`src/rtl/lvds_pwm_rx_if.sv`:
```
// Pin/result bundle for the HSMC differential PWM receiver.
// The master side drives the lane wires; the slave (receiver) reports decoded results.
interface lvds_pwm_rx_if;
  logic [3:0] HSMC_RX_p;
  logic [3:0] HSMC_RX_n;
  logic [3:0] duty_code;
  logic [3:0] lane_mask;
  logic       valid;
  logic       locked;
  logic       err;

  modport master (
    output HSMC_RX_p, HSMC_RX_n,
    input  duty_code, lane_mask, valid, locked, err
  );

  modport slave (
    input  HSMC_RX_p, HSMC_RX_n,
    output duty_code, lane_mask, valid, locked, err
  );
endinterface

```
`src/rtl/lvds_pwm_rx.sv`:
```
// Receive side of the HSMC differential PWM link: locks to the fixed frame period and
// recovers the 4-bit duty code and active-lane mask from the p-phase length.
module lvds_pwm_rx #(
  parameter int PERIOD = 1087,
  parameter int TOL    = 8,
  parameter int CNT_W  = 12
) (
  input logic          OSC_50_B8A,
  input logic          RESET,
  lvds_pwm_rx_if.slave rx
);

  localparam int ACC_W = CNT_W + 5;
  localparam logic [CNT_W-1:0] CNT_MAX = {CNT_W{1'b1}};
  localparam logic [CNT_W-1:0] PER_LO  = CNT_W'(PERIOD - TOL);
  localparam logic [CNT_W-1:0] PER_HI  = CNT_W'(PERIOD + TOL);
  localparam logic [CNT_W-1:0] PER_TO  = CNT_W'(2 * PERIOD);
  localparam logic [ACC_W-1:0] ACC_INI = ACC_W'(PERIOD);
  localparam logic [ACC_W-1:0] ACC_STP = ACC_W'(2 * PERIOD);

  typedef enum logic [1:0] {IDLE, MEAS, DECODE} state_t;

  state_t           state_q, state_d;
  logic [3:0]       p_s1_q, p_s_q, n_s1_q, n_s_q;
  logic             p_any_q;
  logic [CNT_W-1:0] per_q, per_d, hi_q, hi_d;
  logic [3:0]       act_q, act_d;
  logic             ovl_q, ovl_d;
  logic             pend_q, pend_d;
  logic [3:0]       k_q, k_d;
  logic [ACC_W-1:0] acc_q, acc_d, hs_q, hs_d;
  logic [3:0]       a_q, a_d;
  logic [3:0]       code_q, code_d;
  logic [3:0]       duty_q, duty_d, mask_q, mask_d;
  logic             valid_q, valid_d, locked_q, locked_d, err_q, err_d;

  logic             p_any, n_any, rise, overlap;
  logic [3:0]       lanes, code_step;
  logic [CNT_W-1:0] per_inc, hi_inc;

  assign p_any   = |p_s_q;
  assign n_any   = |n_s_q;
  assign rise    = p_any & ~p_any_q;
  assign overlap = p_any & n_any;
  assign lanes   = p_s_q | n_s_q;
  assign per_inc = (per_q == CNT_MAX) ? per_q : per_q + CNT_W'(1);
  assign hi_inc  = (hi_q == CNT_MAX || !p_any) ? hi_q : hi_q + CNT_W'(1);

  always_comb begin
    state_d   = state_q;
    per_d     = per_q;
    hi_d      = hi_q;
    act_d     = act_q;
    ovl_d     = ovl_q;
    pend_d    = pend_q;
    k_d       = k_q;
    acc_d     = acc_q;
    hs_d      = hs_q;
    a_d       = a_q;
    code_d    = code_q;
    code_step = code_q;
    duty_d    = duty_q;
    mask_d    = mask_q;
    valid_d   = 1'b0;
    err_d     = 1'b0;
    locked_d  = locked_q;

    case (state_q)
      IDLE: begin
        if (rise) begin
          per_d   = CNT_W'(1);
          hi_d    = CNT_W'(1);
          act_d   = lanes;
          ovl_d   = overlap;
          state_d = MEAS;
        end
      end

      MEAS: begin
        per_d  = per_inc;
        hi_d   = hi_inc;
        act_d  = act_q | lanes;
        ovl_d  = ovl_q | overlap;
        pend_d = 1'b0;
        if (rise || pend_q) begin
          per_d = CNT_W'(1);
          hi_d  = CNT_W'(1);
          act_d = lanes;
          ovl_d = overlap;
          if (ovl_q || per_q < PER_LO || per_q > PER_HI) begin
            err_d    = 1'b1;
            locked_d = 1'b0;
          end else begin
            // 32*(H-1) is compared against odd multiples of PERIOD, i.e. half-step thresholds
            hs_d    = (hi_q == '0) ? '0 : {hi_q - CNT_W'(1), 5'b0};
            a_d     = act_q;
            acc_d   = ACC_INI;
            k_d     = 4'd1;
            code_d  = 4'd0;
            state_d = DECODE;
          end
        end else if (per_q >= PER_TO) begin
          err_d    = 1'b1;
          locked_d = 1'b0;
          state_d  = IDLE;
        end
      end

      DECODE: begin
        per_d = per_inc;
        hi_d  = hi_inc;
        act_d = act_q | lanes;
        ovl_d = ovl_q | overlap;
        if (rise) pend_d = 1'b1;
        if (hs_q >= acc_q && code_q != 4'd15) code_step = code_q + 4'd1;
        acc_d  = acc_q + ACC_STP;
        k_d    = k_q + 4'd1;
        code_d = code_step;
        if (k_q == 4'd15) begin
          duty_d   = code_step;
          mask_d   = a_q;
          valid_d  = 1'b1;
          locked_d = 1'b1;
          state_d  = MEAS;
        end
      end

      default: state_d = IDLE;
    endcase

    if (err_d) valid_d = 1'b0;
  end

  always_ff @(posedge OSC_50_B8A or posedge RESET) begin
    if (RESET) begin
      p_s1_q   <= '0;
      p_s_q    <= '0;
      n_s1_q   <= '0;
      n_s_q    <= '0;
      p_any_q  <= 1'b0;
      state_q  <= IDLE;
      per_q    <= '0;
      hi_q     <= '0;
      act_q    <= '0;
      ovl_q    <= 1'b0;
      pend_q   <= 1'b0;
      k_q      <= '0;
      acc_q    <= '0;
      hs_q     <= '0;
      a_q      <= '0;
      code_q   <= '0;
      duty_q   <= '0;
      mask_q   <= '0;
      valid_q  <= 1'b0;
      locked_q <= 1'b0;
      err_q    <= 1'b0;
    end else begin
      p_s1_q   <= rx.HSMC_RX_p;
      p_s_q    <= p_s1_q;
      n_s1_q   <= rx.HSMC_RX_n;
      n_s_q    <= n_s1_q;
      p_any_q  <= p_any;
      state_q  <= state_d;
      per_q    <= per_d;
      hi_q     <= hi_d;
      act_q    <= act_d;
      ovl_q    <= ovl_d;
      pend_q   <= pend_d;
      k_q      <= k_d;
      acc_q    <= acc_d;
      hs_q     <= hs_d;
      a_q      <= a_d;
      code_q   <= code_d;
      duty_q   <= duty_d;
      mask_q   <= mask_d;
      valid_q  <= valid_d;
      locked_q <= locked_d;
      err_q    <= err_d;
    end
  end

  assign rx.duty_code = duty_q;
  assign rx.lane_mask = mask_q;
  assign rx.valid     = valid_q;
  assign rx.locked    = locked_q;
  assign rx.err       = err_q;

endmodule

```
`src/flat_wrapper.sv`:
```
// flat-port wrapper written by rule: the top's interface ports become plain ports
module lvds_pwm_rx_flat 
#(
  parameter int PERIOD = 1087,
  parameter int TOL    = 8,
  parameter int CNT_W  = 12
)
  (OSC_50_B8A, RESET, rx_HSMC_RX_p, rx_HSMC_RX_n, rx_duty_code, rx_lane_mask, rx_valid, rx_locked, rx_err);
  lvds_pwm_rx_if rx_i ();
  input logic OSC_50_B8A;
  input logic RESET;
  input wire logic [$bits(rx_i.HSMC_RX_p)-1:0] rx_HSMC_RX_p;
  input wire logic [$bits(rx_i.HSMC_RX_n)-1:0] rx_HSMC_RX_n;
  output wire logic [$bits(rx_i.duty_code)-1:0] rx_duty_code;
  output wire logic [$bits(rx_i.lane_mask)-1:0] rx_lane_mask;
  output wire logic [$bits(rx_i.valid)-1:0] rx_valid;
  output wire logic [$bits(rx_i.locked)-1:0] rx_locked;
  output wire logic [$bits(rx_i.err)-1:0] rx_err;
  assign rx_i.HSMC_RX_p = rx_HSMC_RX_p;
  assign rx_i.HSMC_RX_n = rx_HSMC_RX_n;
  assign rx_duty_code = rx_i.duty_code;
  assign rx_lane_mask = rx_i.lane_mask;
  assign rx_valid = rx_i.valid;
  assign rx_locked = rx_i.locked;
  assign rx_err = rx_i.err;
  lvds_pwm_rx #(.PERIOD(PERIOD), .TOL(TOL), .CNT_W(CNT_W)) u_core (.OSC_50_B8A(OSC_50_B8A), .RESET(RESET), .rx(rx_i));
endmodule
```
`config.mk`:
```
export PLATFORM = sky130hd
export DESIGN_NAME = lvds_pwm_rx_flat
export DESIGN_NICKNAME = d
export VERILOG_FILES = /design/src/rtl/lvds_pwm_rx_if.sv /design/src/rtl/lvds_pwm_rx.sv /design/src/flat_wrapper.sv
export SDC_FILE = /design/constraint.sdc
export NUM_CORES = 1
export LEC_CHECK = 0
export CORE_MARGIN = 1.5
export CORE_UTILIZATION = 55
export CTS_CLUSTER_DIAMETER = 50
export DETAILED_ROUTE_END_ITERATION = 6
export PLACE_DENSITY_LB_ADDON = 0.15
export SLEW_MARGIN = 20
export SYNTH_ARGS = -nofsm -noshare
export SYNTH_HDL_FRONTEND = slang
export SYNTH_SLANG_ARGS = --single-unit
```
`constraint.sdc`:
```
create_clock -name OSC_50_B8A -period 3.2 [get_ports OSC_50_B8A]
set_input_delay 0.64 -clock OSC_50_B8A [delete_from_list [all_inputs] [get_ports OSC_50_B8A]]
set_output_delay 0.64 -clock OSC_50_B8A [all_outputs]
set_load 0.05 [all_outputs]
```
; ---- Yosys cells after proc, flatten, opt, wreduce, memory -nomap -nowiden
; Index checks and enable logic that the tools add are counted.
[classes]
n_bitwise = 7
magnitude_cmp = 4
muxes = 44
n_eq_ne = 14
addsub = 6
n_reduce_logical = 19
[op_table]
columns = operator, count
row1 = $pmux 12 s3, 2
row2 = $mux 12, 5
row3 = $mux 17, 3
row4 = $pmux 17 s2, 1
row5 = $mux 4, 7
row6 = $add 12x1->12 const B, 2
row7 = $eq 12x12->1 const B, 2
row8 = $add 17x12->17 const B, 1
row9 = $ge 17x17->1, 1
row10 = $pmux 4 s2, 2
row11 = $mux 1, 14
row12 = $ge 12x12->1 const B, 1
row13 = $gt 12x11->1 const B, 1
row14 = $logic_not 12->1, 1
row15 = $lt 12x11->1 const B, 1
row16 = $pmux 4 s3, 1
row17 = $sub 12x1->12 const B, 1
row18 = $mux 2, 5
row19 = $add 4x1->4 const B, 2
row20 = $ne 2x1->1 const B, 4
row21 = $or 4x4->4, 2
row22 = $reduce_and 4->1, 2
row23 = $reduce_or 4->1, 2
row24 = $ne 3x3->1 const B, 2
row25 = 20 further kinds, 29
[word_totals]
output_inout_bits = 11
word_cells = 115
ff_bits = 106

; ---- Logic depth before layout (Yosys ltp)
; Gate-level depths: netlist (run 1).
[depth]
ltp_word = 7
depth_mapped = 9

; ---- Worst setup path after synthesis (run 1)
; Ideal clock, no wire load.
[synth_timing]
kind = register to register
startpoint = reg u_core.acc_q[7]
endpoint = reg u_core.duty_q[1], in the netlist u_core.rx.duty_code[1]
period_less_slack_ns = 2.272
path_slack_ns = 0.928
setup_ns = 0.125
arrival_ns = 2.147
n_path_buf = 0
path_stages_with_launch = 9
required_time_ns = 3.075
path_cell_list = dfrtp_1 -> inv_1 -> ha_1 -> nand4_1 -> nor4b_1 -> o21bai_1 -> a31oi_1 -> mux2_2 -> mux2_2
[synth_between]
elab_chain_len = 3
[synth_lines]
columns = item, line
row1 = start: declaration, lvds_pwm_rx.sv:31  ; logic [ACC_W-1:0] acc_q, acc_d, hs_q, hs_d;
row2 = start signal: assignment, lvds_pwm_rx.sv:148  ; acc_q <= '0;
row3 = start signal: assignment, lvds_pwm_rx.sv:170  ; acc_q <= acc_d;
row4 = $ge 17x17->1, lvds_pwm_rx.sv:115  ; if (hs_q >= acc_q && code_q != 4'd15) code_step = code_q + 4'd1;
row5 = $logic_and 1x1->1, lvds_pwm_rx.sv:115
row6 = $mux 4, lvds_pwm_rx.sv:115
row7 = end signal: assignment, lvds_pwm_rx.sv:174  ; duty_q <= duty_d;
row8 = end: declaration, lvds_pwm_rx.sv:34  ; logic [3:0] duty_q, duty_d, mask_q, mask_d;
; Every way passes these cells.
; A chain may end at the register's enable or synchronous reset.

; ---- Worst setup path in the final report (run 1)
[layout_timing]
startpoint = reg u_core.p_s_q[1]
endpoint = reg u_core.per_q[1]
[layout_between]
elab_chain_len = 5
[layout_lines]
columns = item, line
row1 = start: declaration, lvds_pwm_rx.sv:24  ; logic [3:0] p_s1_q, p_s_q, n_s1_q, n_s_q;
row2 = start signal: assignment, lvds_pwm_rx.sv:159  ; p_s_q <= p_s1_q;
row3 = $reduce_or 4->1 *, lvds_pwm_rx.sv:41  ; assign p_any = |p_s_q;
row4 = $and 1x1->1 *, lvds_pwm_rx.sv:43  ; assign rise = p_any & ~p_any_q;
row5 = $logic_or 1x1->1, lvds_pwm_rx.sv:85  ; if (rise || pend_q) begin
row6 = $mux 12, lvds_pwm_rx.sv:85
row7 = $pmux 12 s3, lvds_pwm_rx.sv:68  ; case (state_q)
row8 = end signal: assignment, lvds_pwm_rx.sv:164  ; per_q <= per_d;
row9 = end: declaration, lvds_pwm_rx.sv:26  ; logic [CNT_W-1:0] per_q, per_d, hi_q, hi_d;
; Every way passes the cells marked *; elsewhere a longest branch is shown, timed or not.

==> results of run 1 <==
==> stage by stage <==
stage / hold WS (ns) / cells / util, %
final: 0.360 / 665 / 61.6
after global routing: 0.365 / 665 / 61.6
after CTS: 0.361 / 665 / 61.6
after detailed placement: 0.335 / 649 / 59.3
after global placement: 0.335 / 649 / 59.3
after floorplan: 0.331 / 541 / -
==> critical path, cell delays in order (launching register included) <==
cell	delay, ns
dfrtp_1	0.39
or4_1	0.70
a21o_1	0.28
nor2_1	0.17
o21a_1	0.37
nor2_1	0.32
a211oi_1	0.26
==> per-layer routing <==
metal | routed length, um | global-route usage, % | vias up
li1 | - | - | 1942
met1 | 4700 | 29.6 | 1911
met2 | 5220 | 38.4 | 52
met3 | 275 | 4.74 | 12
met4 | 121 | 7.48 | 0
met5 | 0 | 0 | -
==> power breakdown <==
group	internal [mW]	leakage (nW)	switching, mW	total (mW)
clock network	0.316	0.105	0.513	0.829
logic	0.291	1.03	0.548	0.838
registers	1.37	1.31	0.0997	1.47
==> kinds of logic (layout without fill, tap and decap cells) <==
kind of cell / Yosys count / after routing / share of synthesized area [%]
AND/OR/NAND/NOR: 204 / 204 / 18.7
AO/OA/AOI/OAI: 116 / 116 / 14.6
flip-flops: 101 / 101 / 48.7
buffers and inverters: 54 / 67 / 4.43
adder cells (fa/ha/maj): 25 / 25 / 6.02
XOR/XNOR: 23 / 23 / 3.88
multiplexers: 18 / 18 / 3.78
==> synth_stat cells (5+ instances only) <==
cell type    n
mux2_2      13
nor3_1      15
inv_1       27
ha_1        25
clkbuf_1    15
o21ai_0     38
or4_1        7
mux2i_1      5
buf_2        7
a31oi_1      7
xnor2_1     16
and3_1       6
nor2_1      55
o211ai_1     5
nand3_1     26
xor2_1       7
nand2_1     60
dfrtp_1    101
a21oi_1     21
nand4_1     15
a22o_1       7
==> area by class of cell <==
type	count	area [um^2]
flip-flops and latches	101	2530
clock buffers	9	124
inverters	27	105
repair buffers	24	243
multi-input cells	386	2440
well taps	111	139
clock inverters	7	86.3
fillers	783	3530
==> state kept, by name, indices dropped and copies added, names as in the netlist, 2 cells and up <==
register / count
u_core.a_q: 4
u_core.acc_q: 17
u_core.act_q: 4
u_core.code_q: 4
u_core.hi_q: 12
u_core.hs_q: 12
u_core.k_q: 4
u_core.n_s1_q: 4
u_core.n_s_q: 4
u_core.p_s1_q: 4
u_core.p_s_q: 4
u_core.per_q: 12
u_core.rx.duty_code: 4
u_core.rx.lane_mask: 4
u_core.state_q: 2
==> worst min-delay path by stage <==
| stage | from | endpoint | slack, ns | depth (start not counted) |
|---|---|---|---|---|
| 3_5_place_dp | u_core.p_s1_q[3] | u_core.p_s_q[3] | 0.33 | 0 |
| 6_report | u_core.n_s1_q[2] | u_core.n_s_q[2] | 0.36 | 0 |
| 5_1_grt | u_core.n_s1_q[2] | u_core.n_s_q[2] | 0.36 | 0 |
| 2_1_floorplan | u_core.n_s1_q[0] | u_core.n_s_q[0] | 0.33 | 0 |
| 3_3_place_gp | u_core.p_s1_q[0] | u_core.p_s_q[0] | 0.33 | 0 |
| 4_1_cts | u_core.p_s1_q[3] | u_core.p_s_q[3] | 0.36 | 0 |
==> flow_summary.json, run 1 <==
{
  "crit_path_start_kind": "flip-flop",
  "reg2reg_depth": 6,
  "critPathCapture": "u_core.per_q[1]",
  "tns_ns": 0,
  "synth_warnings": 0,
  "via_per_inst": 5.89,
  "nNetsFinal": 584,
  "final_common_cell": "dfrtp_1",
  "cts-hold-fix-buffers": 0,
  "post_cts_buffers": 0,
  "ys.flop_type": "dfrtp_1",
  "grtUsageTotal_pct": 22.8,
  "max_cap_viol_count": 0,
  "hold_class": "reg -> reg",
  "relSlewSlack_pct": 31.9,
  "clk_latency_ns": 0.38,
  "synth_nets": 576,
  "cp_data_arrival_time_ns": 2.87,
  "synthArstFlopShare_pct": 100,
  "skew_ns": 0.0165,
  "ys_top_cells_by_area": "dfrtp_1 (49%), ha_1 (6.0%), nand2_1 (4.3%)",
  "rrSetupSlack_ns": 0.62,
  "cts-resized-gates": 0,
  "synth_edf_count": 0,
  "p_leak_nw": 2.45,
  "p_per_area_nw_per_um2": 553,
  "vias": 3917,
  "antenna_found_initial": 0,
  "core_area_um2": 9200,
  "dieHeight_um": 100,
  "total_power_mw": 3.13,
  "critPathKind": "reg -> reg",
  "final_cell_mix": "dfrtp_1 (101), nand2_1 (60), nor2_1 (55)",
  "placed_cell_area_um2": 5450,
  "max_freq_mhz": 388,
  "wl_per_cell_um": 15.5,
  "syn_area_per_cell_um2": 9.60,
  "tightestPinTransition_ns": 1.02,
  "syn_inst": 541,
  "htreeDepth": 3,
  "cp-startpoint": "u_core.p_s_q[1]",
  "cp.required_ns": 3.49,
  "drt_iter0_drc": 213,
  "yosys_register_bits": 101,
  "preCtsSetupSlack_ns": 0.596,
  "clkTransAtPathRegs_ns": 0.11,
  "yosys.area.top_type": "dfrtp_1",
  "setup_viol": 0,
  "ant_nets": 0,
  "cts_tree": "done",
  "grt_max_degree": 48,
  "num_antenna_cells": 0,
  "outcome": "complete, no violations",
  "numCtsBuffers": 9,
  "clock_sinks": 101,
  "fin_area_um2": 5660,
  "routabilityCongestion": 0.860,
  "period_share_pct": 80.6,
  "drv_slew": 0,
  "path_max_fanout": 16,
  "synthesis.area_um2": 5190,
  "hold_violations": 0,
  "rr_endpoint": "u_core.per_q[1]",
  "die_w_um": 100,
  "grt_setup_unrepaired": "false",
  "fin_crit_ns": 2.58,
  "ios": 21,
  "io_buffer_count": 20,
  "hpwl_mm": 7.45,
  "synth_top_area_share_pct": 48.7,
  "first_pass_iters": 4,
  "route.detailed.drc": 0,
  "ctsRootBufferMaster": "clkbuf_8",
  "cp-end-kind": "flip-flop",
  "grt_pass1_vias": 3863,
  "start_util_pct": 56.5,
  "ys_seq_area_share_pct": 48.7,
  "grt_pass1_wl_mm": 18.0,
  "reg2reg_from": "u_core.p_s_q[1]",
  "layout_setup_ws_ns": 0.620,
  "die_area_um2": 10000,
  "synth.distinct_cells": 57,
  "routed_wl_mm": 10.3,
  "layout-drive-gt1-share_pct": 7.40,
  "area_delta_synth_final_pct": 8.98,
  "vdd_drop_max_mv": 0.352,
  "clockBufferDepth": 2,
  "rows": 35,
  "grt-ovfl-total": 0
}
No activity file was read; power rests on OpenSTA's default activity.
==> run 2, diff against run 1 <==
CORE_UTILIZATION = 61   (was 55)
clock period = 2.54 ns   (was 3.2 ns; I/O delays follow)
==> run 2 against run 1 <==
Against the previous run: fmax is 6.4% higher; total power is 29% higher; sequential share of layout area shrank 0.63 points; clock-buffer cell count stayed put; flip-flop and latch count is the same; via count increased by 3.1%; largest cell class unchanged; largest power group unchanged.
==> flow_summary.json, run 2 (synthesized netlist as in run 1, its figures left out) <==
{
  "clk_latency_ns": 0.38,
  "cts_tree": "done",
  "vias": 4040,
  "drt_iter0_drc": 243,
  "period_share_pct": 95.4,
  "critPathCapture": "u_core.rx.duty_code[1]",
  "io_buffer_count": 20,
  "path_max_fanout": 5,
  "layout-drive-gt1-share_pct": 9.41,
  "clock_sinks": 101,
  "nNetsFinal": 593,
  "n_fill_cell": 622,
  "largest-register": "u_core.acc_q",
  "cp_data_arrival_time_ns": 2.68,
  "max_freq_mhz": 413,
  "outcome": "complete, no violations",
  "ctsRootBufferMaster": "clkbuf_8",
  "via_per_inst": 6.05,
  "core_area_um2": 8220,
  "placed_cell_area_um2": 5520,
  "ant_nets": 0,
  "grt_max_degree": 102,
  "max_cap_viol_count": 0,
  "grt_pass1_vias": 3793,
  "routabilityCongestion": 0.954,
  "routed_wl_mm": 10.6,
  "cp-startpoint": "u_core.acc_q[8]",
  "hold_violations": 0,
  "skew_ns": 0.0189,
  "first_pass_iters": 4,
  "tightestPinTransition_ns": 0.956,
  "grtUsageTotal_pct": 25.6,
  "area_delta_synth_final_pct": 10.6,
  "die_area_um2": 9080,
  "die_w_um": 95.3,
  "reg2reg_depth": 8,
  "antenna_found_initial": 0,
  "clockBufferDepth": 2,
  "crit_path_start_kind": "flip-flop",
  "multi_input_area_um2": 2450,
  "route.detailed.drc": 0,
  "hpwl_mm": 7.18,
  "rrSetupSlack_ns": 0.12,
  "drv_slew": 0,
  "timing.hold.ws_ns": 0.361,
  "hp-start": "u_core.n_s1_q[2]",
  "vdd_drop_max_mv": 0.379,
  "critPathKind": "reg -> reg",
  "rr_endpoint": "u_core.rx.duty_code[1]",
  "fin_crit_ns": 2.42,
  "reg2reg_from": "u_core.acc_q[8]",
  "numCtsBuffers": 9,
  "relSlewSlack_pct": 36.0,
  "setup_viol": 0,
  "layout_setup_ws_ns": 0.116,
  "instances_no_fill": 668,
  "final_cell_mix": "dfrtp_1 (100), nand2_1 (60), nor2_1 (55)",
  "rows": 33,
  "post_cts_buffers": 0,
  "cp.required_ns": 2.79,
  "grt_pass1_wl_mm": 17.8,
  "dieHeight_um": 95.3,
  "seqCellArea_um2": 2530,
  "clkTransAtPathRegs_ns": 0.11,
  "tns_ns": 0,
  "ios": 21,
  "wl_per_cell_um": 15.8,
  "htreeDepth": 3,
  "num_antenna_cells": 0,
  "final_common_cell": "dfrtp_1",
  "placedCellCount": 652,
  "p_per_area_nw_per_um2": 701,
  "largest_register_ffs": 17,
  "hold_class": "reg -> reg",
  "start_util_pct": 63.2,
  "cp-end-kind": "flip-flop",
  "grt-ovfl-total": 0,
  "preCtsSetupSlack_ns": 0.171,
  "p_leak_nw": 2.50,
  "fin_area_um2": 5750
}
-- run 2: layout make-up --
| type | count | area share [%] |
|---|---|---|
| tap | 105 | 2.29 |
| multi-input combinational | 386 | 42.6 |
| sequential | 101 | 44.0 |
| inverter | 27 | 1.83 |
| clock buffer | 9 | 2.16 |
| clock inverter | 7 | 1.50 |
| timing repair buffer | 33 | 5.62 |
-- run 2: worst min-delay path by stage --
stage,endpoint,slack (ns),cells past startpoint
after CTS,u_core.n_s_q[2],0.36,0
after global placement,u_core.n_s_q[1],0.33,0
after detailed placement,u_core.n_s_q[2],0.33,0
final,u_core.n_s_q[2],0.36,0
after floorplan,u_core.n_s_q[0],0.33,0
after global routing,u_core.p_s_q[3],0.37,0
-- run 2: per-stage QoR --
stage	total power, mW	util (%)
6_report	4.03	69.9
5_1_grt	4.29	69.9
4_1_cts	4.06	69.8
3_5_place_dp	3.00	67.2
3_3_place_gp	2.96	67.2
2_1_floorplan	2.73	-
-- run 2: timing repair --
action | CTS | global route
setup endpoints to repair | 0 | 1
hold buffers | 0 | 0
gates resized for setup | 0 | 3
-- run 2: critical path: stages (launching register included) --
cell	delay, ns
dfrtp_1	0.43
inv_1	0.09
ha_1	0.31
nand4_1	0.14
nor4b_2	0.33
o21bai_2	0.15
a31oi_1	0.25
mux2_2	0.36
mux2_2	0.25
-- run 2: metal layers --
layer  global-route usage [%]  routed length (um)  vias to the layer above
li1                         -                   -                     1952
met1                     33.5                4780                     1992
met2                     41.9                5190                       81
met3                     5.10                 369                       15
met4                     9.45                 221                        0
met5                        0                   0                        -
-- run 2: power by group --
group          leakage [nW]  switching [mW]  internal (mW)
logic                  1.08           0.717          0.432
registers              1.31           0.125           1.72
clock network         0.105           0.637          0.397
total                  2.50            1.48           2.55
==> run 3, diff against run 2 <==
CORE_UTILIZATION = 64   (was 61)
DONT_BUFFER_PORTS = 1   (was unset)
HOLD_SLACK_MARGIN = 0.05   (was unset)
==> run 3 against run 2 <==
Against the previous run: critical endpoint unchanged; sequential share of layout area increased by 1.1 points; flip-flop and latch count unchanged; clock-buffer cell count unchanged; core utilization rose by 1.9 points; clock skew fell by 0.0048 ns.
==> flow_summary.json, run 3 (synthesized netlist as in run 1, its figures left out) <==
{
  "dieHeight_um": 93.1,
  "core_area_um2": 7810,
  "layout-drive-gt1-share_pct": 10.4,
  "ant_nets": 0,
  "relSlewSlack_pct": 40.1,
  "clk_latency_ns": 0.37,
  "cp-end-kind": "flip-flop",
  "hold_violations": 0,
  "routed_wl_mm": 10.3,
  "grt_pass1_vias": 3746,
  "cts-hold-fix-buffers": 0,
  "fin_crit_ns": 2.45,
  "numCtsBuffers": 9,
  "p_per_area_nw_per_um2": 710,
  "outcome": "complete, no violations",
  "critPathKind": "reg -> reg",
  "hpwl_mm": 7.33,
  "total_power_mw": 3.98,
  "hold_class": "in -> async",
  "antenna_found_initial": 0,
  "final_common_cell": "dfrtp_1",
  "largest-register": "u_core.acc_q",
  "crit_path_start_kind": "flip-flop",
  "reg2reg_depth": 8,
  "instances_no_fill": 649,
  "drt_iter0_drc": 176,
  "ios": 21,
  "drv_slew": 0,
  "tns_ns": 0,
  "cp_data_arrival_time_ns": 2.72,
  "io_buffer_count": 0,
  "setup_viol": 0,
  "grt_pass1_wl_mm": 17.5,
  "placedCellCount": 632,
  "final_cell_mix": "dfrtp_1 (101), nand2_1 (60), nor2_1 (55)",
  "route.detailed.drc": 0,
  "grtUsageTotal_pct": 25.6,
  "grt-ovfl-total": 0,
  "wl_per_cell_um": 15.9,
  "via_per_inst": 6.13,
  "grt_max_degree": 37,
  "clock_sinks": 101,
  "die_area_um2": 8670,
  "area_delta_synth_final_pct": 7.90,
  "p_leak_nw": 2.45,
  "vias": 3976,
  "rows": 32,
  "num_antenna_cells": 0,
  "nNetsFinal": 577,
  "clockBufferDepth": 2,
  "largest_register_ffs": 17,
  "htreeDepth": 3,
  "cts_tree": "done",
  "max_cap_viol_count": 0,
  "vdd_drop_max_mv": 0.468,
  "path_max_fanout": 4,
  "first_pass_iters": 5,
  "ctsRootBufferMaster": "clkbuf_8",
  "max_freq_mhz": 408,
  "period_share_pct": 96.4,
  "clkTransAtPathRegs_ns": 0.11,
  "routabilityCongestion": 0.910,
  "start_util_pct": 66.5,
  "cp.required_ns": 2.81,
  "tightestPinTransition_ns": 0.895,
  "die_w_um": 93.1,
  "skew_ns": 0.0141,
  "timing.hold.ws_ns": 0.0989
}
==> run 3: cell count changes in the layout (fill, tap and decap cells not counted) <==
cell             change
buf_4                +3
a31oi_1              -1
dfrtp_1              +1
dfrtp_2              -1
clkdlybuf4s50_1     -20
inv_6                -1
nor4b_4              +1
a31oi_4              +1
buf_12               +1
nor4b_2              -1
clkinvlp_4           +1
==> run 3: timing repair <==
action,in CTS,in global routing
buffers inserted,0,1
endpoints found under the setup margin,0,3
resized for setup,0,5
==> run 3: worst max-delay path, stage by stage (launching register included) <==
cell and delay (ns):
dfrtp_1 0.43, inv_1 0.12, ha_1 0.30, nand4_1 0.18, nor3_1 0.27, o21ai_1 0.23
a31oi_4 0.22, mux2_2 0.35, mux2_2 0.26
==> run 3: path summary, 6_finish.rpt <==
path	start	endpoint	slack, ns
worst max-delay path	u_core.acc_q[5]	u_core.rx.duty_code[1]	0.09
worst min-delay path	RESET	u_core.hi_q[6]	0.1
worst max register to register	u_core.acc_q[5]	u_core.rx.duty_code[1]	0.09
worst min register to register	u_core.n_s1_q[0]	u_core.n_s_q[0]	0.36
max in group asynchronous	RESET	u_core.acc_q[10]	1.84
min in group OSC_50_B8A	rx_HSMC_RX_p[1]	u_core.p_s1_q[1]	0.15
==> run 3: stage by stage <==
| stage | setup slack (ns) | util (%) | area [um^2] |
|---|---|---|---|
| 5_1_grt | -0.0232 | 71.8 | 5610 |
| 2_1_floorplan | 0.268 | - | 5200 |
| 3_3_place_gp | 0.203 | 68.6 | 5360 |
| 4_1_cts | 0.0989 | 71.3 | 5560 |
| 6_report | 0.0910 | 71.8 | 5610 |
| 3_5_place_dp | 0.124 | 68.6 | 5360 |
==> run 3: report_power, final <==
group          switching [mW]  internal [mW]
clock                   0.621          0.392
sequential              0.119           1.72
combinational           0.708          0.420
==> run 3: routing by layer <==
layer,routed length (um),track usage [%]
met2,5090,42.6
met1,4560,33.5
met4,252,8.08
met3,392,5.37
met5,0,0
==> run 3: cell type report <==
| cell class | instances | area (um^2) |
|---|---|---|
| clock inverters | 7 | 85.1 |
| inverters | 27 | 105 |
| multi-input cells | 386 | 2470 |
| repair buffers | 17 | 165 |
| well taps | 102 | 128 |
| fillers | 571 | 2200 |
| flip-flops and latches | 101 | 2530 |
| clock buffers | 9 | 124 |
